$ cat config.mk
export PLATFORM = sky130hd
export DESIGN_NAME = div_seq_ctrl
export DESIGN_NICKNAME = d
export VERILOG_FILES = /design/src/rtl/div_pkg.sv /design/src/rtl/div_step.sv /design/src/rtl/div_seq_ctrl.sv
export SDC_FILE = /design/constraint.sdc
export NUM_CORES = 1
export LEC_CHECK = 0
export BUFFER_PORTS_ARGS = -buffer_cell sky130_fd_sc_hd__buf_4
export CAP_MARGIN = 20
export CORE_UTILIZATION = 50
export CTS_BUF_LIST = sky130_fd_sc_hd__clkbuf_8 sky130_fd_sc_hd__clkbuf_16
export DETAILED_ROUTE_END_ITERATION = 6
export PLACE_DENSITY = 0.69
export SYNTH_ARGS = -nofsm -noshare
export SYNTH_HDL_FRONTEND = slang
export SYNTH_SLANG_ARGS = --single-unit
$ cat constraint.sdc
create_clock -name clock -period 11.5 [get_ports clock]
set_input_delay 1.15 -clock clock [delete_from_list [all_inputs] [get_ports clock]]
set_output_delay 1.15 -clock clock [all_outputs]
set_load 0.02 [all_outputs]
$ cat src/rtl/div_pkg.sv
// Shared types and constants for the sequential divider.
// No logic; compile-time definitions only.
// No flow control; consumed by div_step and div_seq_ctrl.
package div_pkg;

    localparam int DIV_WIDTH = 32;
    localparam int DIV_ITERS = 32;
    localparam int DIV_CNT_W = 6;

    typedef enum logic [2:0] {
        S_IDLE  = 3'd0,
        S_INIT  = 3'd1,
        S_ITER  = 3'd2,
        S_FIXUP = 3'd3,
        S_DONE  = 3'd4
    } div_state_e;

    // Two's-complement magnitude when neg is set, otherwise passthrough.
    function automatic logic [DIV_WIDTH-1:0] cond_neg(input logic neg,
                                                      input logic [DIV_WIDTH-1:0] v);
        cond_neg = neg ? (~v + 1'b1) : v;
    endfunction

endpackage

$ cat src/rtl/div_step.sv
// One non-restoring division iteration on {A,Q} against the divisor magnitude.
// Latency: purely combinational, zero cycles.
// Backpressure: none; the caller decides when to register the result.
module div_step
    import div_pkg::*;
#(
    parameter int WIDTH = DIV_WIDTH
) (
    input  logic [WIDTH:0]   a_i,
    input  logic [WIDTH-1:0] q_i,
    input  logic [WIDTH-1:0] d_i,
    output logic [WIDTH:0]   a_o,
    output logic [WIDTH-1:0] q_o
);

    logic [WIDTH:0] a_sh;
    logic [WIDTH:0] d_ext;

    // Shift {A,Q} left, then subtract when A was non-negative, add when negative.
    always_comb begin
        a_sh  = {a_i[WIDTH-1:0], q_i[WIDTH-1]};
        d_ext = {1'b0, d_i};
        a_o   = a_i[WIDTH] ? (a_sh + d_ext) : (a_sh - d_ext);
        q_o   = {q_i[WIDTH-2:0], ~a_o[WIDTH]};
    end

endmodule

$ cat src/rtl/div_seq_ctrl.sv
// Sequential 32-bit signed/unsigned divider, one non-restoring step per cycle.
// Latency: done 35 cycles after the start edge (2 cycles on divide-by-zero).
// Backpressure: start is only sampled in IDLE; requests while busy are dropped.
module div_seq_ctrl
    import div_pkg::*;
#(
    parameter int WIDTH = DIV_WIDTH
) (
    input  logic             clock,
    input  logic             clear,
    input  logic             start,
    input  logic             div_signed,
    input  logic [WIDTH-1:0] dividend,
    input  logic [WIDTH-1:0] divisor,
    output logic             busy,
    output logic             done,
    output logic             div_by_zero,
    output logic [WIDTH-1:0] quotient,
    output logic [WIDTH-1:0] remainder
);

    div_state_e             state_q,  state_d;
    logic [WIDTH-1:0]       dvd_q,    dvd_d;     // captured dividend (raw)
    logic [WIDTH-1:0]       dvs_q,    dvs_d;     // captured divisor (raw)
    logic                   sgn_q,    sgn_d;
    logic [WIDTH-1:0]       dmag_q,   dmag_d;    // divisor magnitude
    logic [WIDTH:0]         a_q,      a_d;       // signed partial remainder
    logic [WIDTH-1:0]       q_q,      q_d;       // quotient shift register
    logic                   qneg_q,   qneg_d;
    logic                   rneg_q,   rneg_d;
    logic [DIV_CNT_W-1:0]   cnt_q,    cnt_d;
    logic [WIDTH-1:0]       quot_q,   quot_d;
    logic [WIDTH-1:0]       rem_q,    rem_d;
    logic                   dbz_q,    dbz_d;

    logic [WIDTH:0]         step_a;
    logic [WIDTH-1:0]       step_q;
    logic                   dvd_neg;
    logic                   dvs_neg;
    logic [WIDTH-1:0]       rem_mag;

    // Single shared iteration datapath, fed from the registered {A,Q}.
    div_step #(.WIDTH(WIDTH)) u_step (
        .a_i (a_q),
        .q_i (q_q),
        .d_i (dmag_q),
        .a_o (step_a),
        .q_o (step_q)
    );

    // Next-state and datapath decode from registered state; hold by default.
    always_comb begin
        state_d = state_q;
        dvd_d   = dvd_q;
        dvs_d   = dvs_q;
        sgn_d   = sgn_q;
        dmag_d  = dmag_q;
        a_d     = a_q;
        q_d     = q_q;
        qneg_d  = qneg_q;
        rneg_d  = rneg_q;
        cnt_d   = cnt_q;
        quot_d  = quot_q;
        rem_d   = rem_q;
        dbz_d   = dbz_q;

        dvd_neg = sgn_q & dvd_q[WIDTH-1];
        dvs_neg = sgn_q & dvs_q[WIDTH-1];
        // Final remainder fits in WIDTH bits, so the restore add can wrap safely.
        rem_mag = a_q[WIDTH-1:0] + (a_q[WIDTH] ? dmag_q : '0);

        unique case (state_q)
            S_IDLE: begin
                if (start) begin
                    state_d = S_INIT;
                    dvd_d   = dividend;
                    dvs_d   = divisor;
                    sgn_d   = div_signed;
                    dbz_d   = 1'b0;
                end
            end
            S_INIT: begin
                if (dvs_q == '0) begin
                    // Skip the iterations entirely; result is all-ones / dividend.
                    state_d = S_DONE;
                    quot_d  = '1;
                    rem_d   = dvd_q;
                    dbz_d   = 1'b1;
                end else begin
                    state_d = S_ITER;
                    q_d     = cond_neg(dvd_neg, dvd_q);
                    dmag_d  = cond_neg(dvs_neg, dvs_q);
                    a_d     = '0;
                    cnt_d   = '0;
                    qneg_d  = dvd_neg ^ dvs_neg;
                    rneg_d  = dvd_neg;
                end
            end
            S_ITER: begin
                a_d   = step_a;
                q_d   = step_q;
                cnt_d = cnt_q + 1'b1;
                if (cnt_q == DIV_CNT_W'(DIV_ITERS - 1)) begin
                    state_d = S_FIXUP;
                end
            end
            S_FIXUP: begin
                // -0x80000000 wraps to itself, which covers MIN / -1.
                state_d = S_DONE;
                quot_d  = cond_neg(qneg_q, q_q);
                rem_d   = cond_neg(rneg_q, rem_mag);
            end
            S_DONE: begin
                state_d = S_IDLE;
            end
            default: begin
                state_d = S_IDLE;
            end
        endcase
    end

    // All state and datapath registers; clear wins over any request.
    always_ff @(posedge clock) begin
        if (clear) begin
            state_q <= S_IDLE;
            dvd_q   <= '0;
            dvs_q   <= '0;
            sgn_q   <= 1'b0;
            dmag_q  <= '0;
            a_q     <= '0;
            q_q     <= '0;
            qneg_q  <= 1'b0;
            rneg_q  <= 1'b0;
            cnt_q   <= '0;
            quot_q  <= '0;
            rem_q   <= '0;
            dbz_q   <= 1'b0;
        end else begin
            state_q <= state_d;
            dvd_q   <= dvd_d;
            dvs_q   <= dvs_d;
            sgn_q   <= sgn_d;
            dmag_q  <= dmag_d;
            a_q     <= a_d;
            q_q     <= q_d;
            qneg_q  <= qneg_d;
            rneg_q  <= rneg_d;
            cnt_q   <= cnt_d;
            quot_q  <= quot_d;
            rem_q   <= rem_d;
            dbz_q   <= dbz_d;
        end
    end

    // Status and results straight from registered state.
    always_comb begin
        busy        = (state_q != S_IDLE);
        done        = (state_q == S_DONE);
        div_by_zero = dbz_q;
        quotient    = quot_q;
        remainder   = rem_q;
    end

endmodule

* After elaboration in Yosys (flattened, before gate mapping)
Cells that the tools add are included.
** Storage, ports and cells
- Logic and storage cells :: 74
- Input bits :: 68
- Memory bits (writable) :: 0
- Output and inout bits :: 67
- Register bits :: 238
- Memory bits (read-only) :: 0
- Memories kept :: 0
- Latch bits :: 0
** Cells by class
- Magnitude comparators :: 0
- Mux-type cells :: 23
- Bitwise logic cells :: 9
- Div/mod/pow operators :: 0
- $mul :: 0
- Reductions and logical operators :: 12
- Shifts and indexed selects :: 0
- Equality and inequality tests :: 9
- $add $sub $neg :: 8
** Operators by type and width (count)
- 32-bit two-way mux :: 8
- 32-bit case mux with 2 select lines :: 3
- 32-bit by 1-bit adder with 32-bit output (second input constant) :: 4
- 32-bit NOT :: 4
- 33-bit two-way mux :: 2
- 33-bit case mux with 2 select lines :: 1
- 33-bit by 32-bit adder with 33-bit output :: 1
- 33-bit by 32-bit subtractor with 33-bit output :: 1
- 32-bit adder :: 1
- 32-bit logical NOT :: 1
- 3-bit case mux with 4 select lines :: 1
- 6-bit case mux with 2 select lines :: 1
- 2-bit AND reduction :: 5
- 3-bit two-way mux :: 3
- 2-bit != test (second input constant) :: 4
- 6-bit by 1-bit adder with 6-bit output (second input constant) :: 1
- 3-bit by 2-bit equality test with 1-bit output (second input constant) :: 2
- 6-bit by 5-bit equality test with 1-bit output (second input constant) :: 1
- 6-bit two-way mux :: 1
- 2-bit nonzero test :: 3
- 3-bit by 1-bit equality test with 1-bit output (second input constant) :: 1
- 3-bit equality test (second input constant) :: 1
- 3-bit logical NOT :: 1
- 3-bit AND reduction :: 1
- 6 further kinds :: 9

* Logic depth before layout (Yosys ltp)
Gate-level depths: netlist of the first run.
- Depth after elaboration :: 6
- Mapped depth :: 19
- Mapped depth without buffers :: 19

* By module
A second synthesis of the first run with hierarchy kept.
** Second synthesis, totals
- Cells, all modules :: 2161
- Area total of the unflattened synthesis :: 16261.8 µm²
** By module, submodules not included
- div_seq_ctrl :: seq. area each 4764.6 µm², area an instance 13457.9 µm², times used 1, cells each 1768
- div_step :: seq. area each 0.0 µm², area an instance 2803.9 µm², times used 1, cells each 393

* Least setup slack after synthesis of the first run
Ideal clock, no wire load.
- Kind :: reg-to-reg
- From :: reg a_q[32]
- To :: reg rem_q[30] (netlist: remainder[30])
- Library setup time :: 0.086 ns
- Stages on the path, launching flop included :: 18
- Clock period less this slack :: 4.368 ns
- Required time :: 11.414 ns
- Data arrival time :: 4.282 ns
- Path slack :: 7.132 ns
- Buffers on the path :: 2
- Path through :: dfxtp_1 > clkbuf_1 > inv_1 > clkbuf_1 > nor2_1 > ha_1 > fa_1 > a211oi_2 > o21ai_1 > and3_1 > a2111o_1 > a2111oi_4 > nand2b_1 > or4_1 > or3_1 > o41ai_1 > xor2_1 > a211oi_1
** On the way
- Longest elaborated chain between the ends :: 6
** Ends and longest elaborated chain
- from (decl) :: line div_seq_ctrl.sv:27 : logic [WIDTH:0] a_q, a_d;
- from (signal assigned) :: line div_seq_ctrl.sv:130 : a_q <= '0;
- from (signal assigned) :: line div_seq_ctrl.sv:144 : a_q <= a_d;
- 32-bit two-way mux * :: line div_seq_ctrl.sv:70 : rem_mag = a_q[WIDTH-1:0] + (a_q[WIDTH] ? dmag_q : '0);
- 32-bit adder * :: line div_seq_ctrl.sv:70
- 32-bit NOT :: line div_pkg.sv:21 : cond_neg = neg ? (~v + 1'b1) : v;
- 32-bit by 1-bit adder with 32-bit output :: line div_pkg.sv:21
- 32-bit two-way mux * :: line div_pkg.sv:21
- 32-bit case mux with 2 select lines * :: line div_seq_ctrl.sv:72 : unique case (state_q)
- to (signal assigned) :: line div_seq_ctrl.sv:150 : rem_q <= rem_d;
- to (decl) :: line div_seq_ctrl.sv:33 : logic [WIDTH-1:0] rem_q, rem_d;
Mark *: on every way between the ends. The rest lies on a longest branch, timed or not.
A chain may end at the register's enable or synchronous reset.

* Worst setup path in the final report of the first run
- From :: reg a_q[32]
- To :: reg a_q[29]
** On the way
- Longest elaborated chain between the ends :: 2
** Ends and longest elaborated chain
- 33-bit two-way mux :: line div_step.sv:23 : a_o = a_i[WIDTH] ? (a_sh + d_ext) : (a_sh - d_ext);
- 33-bit case mux with 2 select lines :: line div_seq_ctrl.sv:72
No other way between the ends.

==> results.toml, run 1 <==
[status]
run_status = "completed"

[clock_network]
postCtsHoldBufs = 0
clkSinkCount = 238
clock-root-buffer = "clkbuf_16"
cts_post_setup_buffers_inserted = 0
cts_tree = "built"
numCtsBuffers = 27
cts.htree.levels = 1
postCtsResizedCells = 0
clk_pin_slew_worst_paths_ns = 0.06
clk_latency_ns = 0.56
max-clock-path-buffers = 3

[min_path]
hold_class = "reg -> reg"

[synthesis]
yosys.cell_types.count = 79
ys_warn_count = 0
ys_dominant_reg_cell = "dfxtp_1"
synth_largest_type_area_fraction_pct = 31.1
syn_area_mm2 = 0.0153
syn-mean-instance-area_um2 = 7.60
ys_seq_area_share_pct = 31.1
synth.ff_latch_count = 238
synth_area_leaders = "dfxtp_1, a21oi_1, nand2_1"
yosysTopAreaCell = "dfxtp_1"
synth_enable_flop_cells = 0
synth.most_common_cell = "nand2_1"
synthTopCellsByCount = "nand2_1, dfxtp_1, a21oi_1"
syn-instance-count = 2018
postSynth.asyncResetShare_pct = 0
syn-num-nets = 2157

[routing]
routed_wirelength_mm = 45.6
drtIter0Drc = 1604
viasPerCell = 6.02
wire_per_inst_um = 18.3
drt_drc = 0
pre_repair_dr_iteration_count = 6
routed-via-count = 14979
detail-route-antenna-nets = 0

[grt]
global_route.usage.total_pct = 28.9
grt_pass1_wl_mm = 73.0
grt_pass1_vias = 13500
grt.overflow.total = 0
grt_start_max_net_pins = 100
antenna_violations_before_repair = 0

[job]
max_cap_violations = 0

[worst_setup_path]
endpoint_kind = "register"
setup.worst_path.class = "reg -> reg"
crit_fanout = 55
timing.critical_path.from_type = "register"
critPathArrivalTime_ns = 5.47
required_ns = 11.90

[sta]
finalHoldViolations = 0
timing.slew.headroom_pct = 26.8
final_max_slew_viol_count = 0
post-route-min-period_ns = 5.07
final.setup_skew_ns = 0.00932
setup_viol = 0
finalHoldWorstSlack_ns = 0.453
final_period_utilization_pct = 44.1
tightestPinTransition_ns = 1.07
max_clock_freq_mhz = 197
layout_setup_ws_ns = 6.43
rsz_0062_raised_after_global_routing = "no"
timing.setup.tns_ns = 0

[final_layout]
layout-area-overhead-vs-synth_pct = 13.8
nNetsFinal = 2216
antennaDiodeCount = 0
postLayoutCoreUtil_pct = 58.4
final_layout_size_suffix_gt1_share_pct = 10.7

[placed_design]
dpl.hpwl_mm = 33.0
final_replace_weighted_congestion = 0.948
worst_slack_at_placement_ns = 6.54
io_buffers = 134

[floorplan]
floorplan.rows = 63
design.die.area_mm2 = 0.0314
dieHeight_um = 177
effective_utilization_at_floorplan_pct = 51.3
io_pins = 135
die-width_um = 177
core_area_mm2 = 0.0299

[power]
switchingPower_mw = 0.959
p_int_mw = 1.73
p_clk_share_pct = 33.1
swShare_pct = 35.7
comb_power_share_pct = 31.7
vdd.ir_drop.worst_mv = 0.116
leakage_nw = 7.05
seqPwrFrac_pct = 35.2
power_density_mw_per_mm2 = 154
[power groups by stage]
stage / sequential [mW] / clock, mW / combinational, mW
final: 0.946 / 0.887 / 0.851
after global routing: 0.952 / 0.932 / 0.941
after CTS: 0.943 / 0.899 / 0.836
after detailed placement: 0.961 / 0 / 0.829
after global placement: 0.960 / 0 / 0.817
after floorplan: 0.939 / 0 / 0.639
[through the flow]
| stage | area (um2) | instances | power (mW) |
|---|---|---|---|
| floorplan | 15300 | 2018 | 1.58 |
| global placement | 16500 | 2437 | 1.78 |
| detailed placement | 16500 | 2438 | 1.79 |
| CTS | 17400 | 2488 | 2.68 |
| global route | 17400 | 2488 | 2.82 |
| finish | 17400 | 2488 | 2.68 |
[per-layer routing]
layer  up-vias  wire length, um  global-route usage (%)
met3        63             3910                    3.48
met4         0              832                    5.39
met5         -                0                       0
li1       7324                -                       -
met2       595            19100                    42.7
met1      6997            21800                    44.5
[cells by family (layout without fill, tap and decap cells)]
group | Yosys count | in the layout | synth area share (%)
and+or+nand+nor | 755 | 755 | 22.4
DFF | 238 | 238 | 31.1
xor gates and xnor gates | 187 | 187 | 10.7
muxes | 10 | 10 | 0.669
AOI/OAI and AO/OA | 602 | 602 | 25.4
buffers and inverters | 155 | 235 | 3.80
adders and majority gates | 71 | 71 | 5.89
[layout make-up]
type | count | area (um2)
clock buffer | 30 | 717
inverter | 36 | 135
timing repair buffer | 149 | 1130
tap | 390 | 488
multi-input combinational | 1625 | 10000
fill | 2826 | 12400
sequential | 238 | 4760
clock inverter | 20 | 195
[path summary, 6_finish.rpt]
kind                                to  slack, ns                 startpoint  depth (start not counted)
max               a_q[29]$_SDFFE_PP0P_       6.43       a_q[32]$_SDFFE_PP0P_                         16
min reg2reg  remainder[8]$_SDFFE_PP0P_       0.45  remainder[8]$_SDFFE_PP0P_                          2
max reg2reg       a_q[29]$_SDFFE_PP0P_       6.43       a_q[32]$_SDFFE_PP0P_                         16
min          remainder[8]$_SDFFE_PP0P_       0.45  remainder[8]$_SDFFE_PP0P_                          2
[placed cells by master (no fill, tap or decap), types with 11 or more instances in the layout]
cell         n
a211oi_1    64
a21o_1      37
a21oi_1    221
a221oi_1    14
a22oi_1     23
a31oi_1     17
and2_1      41
and3_1      14
buf_4      147
clkbuf_16   27
dfxtp_1    238
ha_1        69
inv_1       43
nand2_1    285
nand2b_1    18
nand3_1     38
nor2_1     214
nor2b_1     12
nor3_1      33
nor4_1      21
o21ai_0     85
o221ai_1    16
o22ai_1     11
o31ai_1     25
o41ai_1     14
or3_1       20
xnor2_1     94
xor2_1      93
[worst max-delay path, cell delays in order, from the launching register on]
cell,delay (ns)
dfxtp_1,0.31
buf_4,0.40
inv_1,0.33
nor2_1,0.32
a21o_1,0.15
ha_1,0.22
a21o_1,0.17
a21oi_1,0.26
o21a_1,0.18
o31ai_1,0.15
a22o_1,0.26
a2111oi_0,0.96
o41ai_1,0.23
o41a_1,0.46
a31oi_1,0.23
xor2_1,0.15
o21ai_0,0.10
[state kept, by name, summed over array words and instances (netlist names), 3 cells and up]
name       count
a_q           33
cnt_q          6
dmag_q        32
dvd_q         32
dvs_q         32
q_q           32
quotient      32
remainder     32
state_q        3
Note: power is estimated with default switching activity, not from simulation.
==> run 2: changes to the inputs <==
--- a/config.mk
+++ b/config.mk
@@ -5,12 +5,13 @@
 export SDC_FILE = /design/constraint.sdc
 export NUM_CORES = 1
 export LEC_CHECK = 0
+export ABC_AREA = 1
 export BUFFER_PORTS_ARGS = -buffer_cell sky130_fd_sc_hd__buf_4
 export CAP_MARGIN = 20
 export CORE_UTILIZATION = 50
 export CTS_BUF_LIST = sky130_fd_sc_hd__clkbuf_8 sky130_fd_sc_hd__clkbuf_16
 export DETAILED_ROUTE_END_ITERATION = 6
-export PLACE_DENSITY = 0.69
+export PLACE_DENSITY = 0.71
 export SYNTH_ARGS = -nofsm -noshare
 export SYNTH_HDL_FRONTEND = slang
 export SYNTH_SLANG_ARGS = --single-unit
==> constraint.sdc (replaced) <==
create_clock -name clock -period 4.21 [get_ports clock]
set_input_delay 0.421 -clock clock [delete_from_list [all_inputs] [get_ports clock]]
set_output_delay 0.421 -clock clock [all_outputs]
set_load 0.02 [all_outputs]
==> run 2 against run 1 <==
First-iteration DRC count up 8.2%. Register-to-register slack worse by 6.1 ns. Total power rose to 3.9 times the previous value. Die area up 10%. Clock power rose to 2.8 times the previous value. Non-clock buffer count up 10. Routed wire length up 23%. Largest cell class unchanged.
==> results.toml, run 2 <==
[min_path]
worst_hold_startpoint = "dividend[16]"
hold_class = "in -> reg"
timing.hold.worst_path_depth = 3
min_to = "dvd_q[16]$_SDFFE_PP0P_"

[synthesis]
ys_dominant_reg_cell = "dfxtp_1"
synth_enable_flop_cells = 0
syn_area_mm2 = 0.0169
ys_warn_count = 0
syn-mean-instance-area_um2 = 6.20
syn-instance-count = 2732
postSynth.asyncResetShare_pct = 0
yosys.cell_types.count = 53
synth_largest_type_area_fraction_pct = 28.1
ys_seq_area_share_pct = 28.1
yosysTopAreaCell = "dfxtp_1"
synth.ff_latch_count = 238
synthTopCellsByCount = "nand2_1, inv_1, a21oi_1"
synth_area_leaders = "dfxtp_1, nand2_1, a21oi_1"
synth.most_common_cell = "nand2_1"
syn-num-nets = 2871

[sta]
timing.setup.tns_ns = 0
post-route-min-period_ns = 3.86
final_max_slew_viol_count = 0
final.setup_skew_ns = 0.0293
max_clock_freq_mhz = 259
rsz_0062_raised_after_global_routing = "no"
setup_viol = 0
final_period_utilization_pct = 91.6
timing.slew.headroom_pct = 32.5
finalHoldViolations = 0
tightestPinTransition_ns = 1.01

[grt]
global_route.usage.total_pct = 32.2
grt_start_max_net_pins = 79
grt.overflow.total = 0
grt_pass1_vias = 16510
antenna_violations_before_repair = 3
grt_pass1_wl_mm = 87.3

[routing]
routed-via-count = 18178
drtIter0Drc = 1736
detail-route-antenna-nets = 0
viasPerCell = 5.54
routed_wirelength_mm = 55.9
wire_per_inst_um = 17.0
pre_repair_dr_iteration_count = 6
drt_drc = 0

[final_layout]
layout.cells.most_common = "nand2_1"
layout-area-overhead-vs-synth_pct = 13.9
final_layout_size_suffix_gt1_share_pct = 10.6
nNetsFinal = 2952
regMostFlops = "a_q"
antennaDiodeCount = 0
number_of_flip_flops_under_the_largest_register_name = 33
commonest_non_fill_non_tap_cells_in_the_layout = "nand2_1, inv_1, a21oi_1"
postLayoutCoreUtil_pct = 57.7

[power]
leakage_nw = 9.35
p_clk_share_pct = 23.9
seqPwrFrac_pct = 28.4
switchingPower_mw = 4.79
swShare_pct = 46.1
comb_power_share_pct = 47.7
p_int_mw = 5.61
finalPower_mw = 10.4
vdd.ir_drop.worst_mv = 0.332
power_density_mw_per_mm2 = 540

[worst_setup_path]
setup.worst_path.class = "reg -> reg"
regToRegSetupSlack_ns = 0.35
cp_cell_sequence = "inv_1, nand3_1, nor2_1, nand3_1, nor3_1, nand2_1, nor3_2, nor2_1, a21oi_2, o21ai_0, xor2_1, ha_1, a21oi_1, o21ai_0, a21oi_1, a21boi_0, o21a_1, a21oi_1, o21ai_0, o21ai_0, a21oi_1"
timing.critical_path.slowest_stage_cell = "ha_1"
r2r-start = "dmag_q[0]$_SDFFE_PP0P_"
critical_path.max_stage_delay_ns = 0.36
critPathArrivalTime_ns = 4.37
critical_path.reg2reg.endpoint = "q_q[0]$_SDFFE_PP0P_"
timing.critical_path.from_type = "register"
crit_fanout = 6
rr_worst_depth = 21
critical_path.n_buffers_inverters = 1
critical_path.top_delay_family = "compound AO/OA/AOI/OAI gates"
required_ns = 4.72
endpoint_kind = "register"

[placed_design]
final_replace_weighted_congestion = 1.06
io_buffers = 134
dpl.hpwl_mm = 43.1

[floorplan]
die-width_um = 186
floorplan.rows = 67
io_pins = 135
core_area_mm2 = 0.0334
design.die.area_mm2 = 0.0346
effective_utilization_at_floorplan_pct = 50.6
dieHeight_um = 186

[clock_network]
cts_tree = "built"
clk_latency_ns = 0.58
cts.htree.levels = 1
postCtsHoldBufs = 0
clock-root-buffer = "clkbuf_16"
clk_pin_slew_worst_paths_ns = 0.07
clkSinkCount = 238
max-clock-path-buffers = 3
numCtsBuffers = 28

[status]
run_status = "completed"

[job]
max_cap_violations = 0
==> run 2: cell types whose count changed after synthesis, moves of 67 or more <==
| cell | before | now |
|---|---|---|
| a21oi_1 | 221 | 288 |
| inv_1 | 36 | 369 |
| nand2_1 | 285 | 658 |
| nand3_1 | 38 | 141 |
| o21ai_0 | 85 | 257 |
| xnor2_1 | 94 | 14 |
==> run 2: cell families (layout without fill, tap and decap cells) <==
family | count (synthesis) | count (layout) | share of synthesized area, %
flops | 238 | 238 | 28.1
xor+xnor | 86 | 86 | 4.45
buf+inv | 486 | 589 | 10.9
compound gates | 665 | 665 | 21.2
fa+ha+maj | 71 | 71 | 5.34
simple gates | 1186 | 1186 | 29.9
==> run 2: timing repair <==
action,CTS,global route
endpoints found under the setup margin,0,9
resized for setup,0,8
setup buffers,0,0
==> run 2: per-stage QoR <==
step | hold WS [ns] | cells | area, um2 | worst slack (ns)
after CTS | 0.0506 | 3283 | 19300 | 0.148
after detailed placement | 0.458 | 3231 | 18300 | 0.145
after floorplan | 0.439 | 2732 | 16900 | 0.861
after global placement | 0.450 | 3231 | 18300 | 0.200
final | 0.0638 | 3283 | 19300 | 0.353
after global routing | 0.0739 | 3283 | 19300 | 0.0425
==> run 2: metal layers <==
| metal | part of all wire, % | routed length [um] | GRT usage (%) | up-vias |
|---|---|---|---|---|
| met5 | 0 | 0 | 0 | - |
| met4 | 2.3 | 1300 | 8.30 | 0 |
| met3 | 8.6 | 4820 | 5.11 | 87 |
| met2 | 43 | 24200 | 50.2 | 722 |
| met1 | 46 | 25500 | 45.7 | 8266 |
| li1 | - | - | - | 9103 |
==> run 2: worst min-delay path: stages <==
cell and delay, ns:
buf_4 0.08, nor2_1 0.03, nor2_1 0.08
==> run 2: final cells by class <==
class,instances,area (um2)
clock inverter,19,170
inverter,378,1420
tap,448,561
clock buffer,33,769
fill,3382,14200
timing repair buffer,159,1230
multi-input combinational,2008,10400
sequential,238,4760
==> run 2: worst max path at each step <==
| stage | cells after the start | to | startpoint | slack (ns) |
|---|---|---|---|---|
| after global placement | 21 | q_q[0]$_SDFFE_PP0P_ | dmag_q[2]$_SDFFE_PP0P_ | 0.20 |
| after CTS | 21 | q_q[0]$_SDFFE_PP0P_ | dmag_q[0]$_SDFFE_PP0P_ | 0.15 |
| after detailed placement | 21 | q_q[0]$_SDFFE_PP0P_ | dmag_q[0]$_SDFFE_PP0P_ | 0.14 |
| final | 21 | q_q[0]$_SDFFE_PP0P_ | dmag_q[0]$_SDFFE_PP0P_ | 0.35 |
| after floorplan | 22 | remainder[24]$_SDFFE_PP0P_ | a_q[32]$_SDFFE_PP0P_ | 0.86 |
| after global routing | 24 | a_q[30]$_SDFFE_PP0P_ | dmag_q[2]$_SDFFE_PP0P_ | 0.04 |
==> run 2: power by group through the flow <==
stage	clock [mW]	sequential (mW)	combinational [mW]
floorplan	0	2.85	3.59
CTS	2.51	2.94	4.85
global placement	0	2.98	4.80
global route	2.60	2.98	5.56
detailed placement	0	2.98	4.82
finish	2.49	2.95	4.96
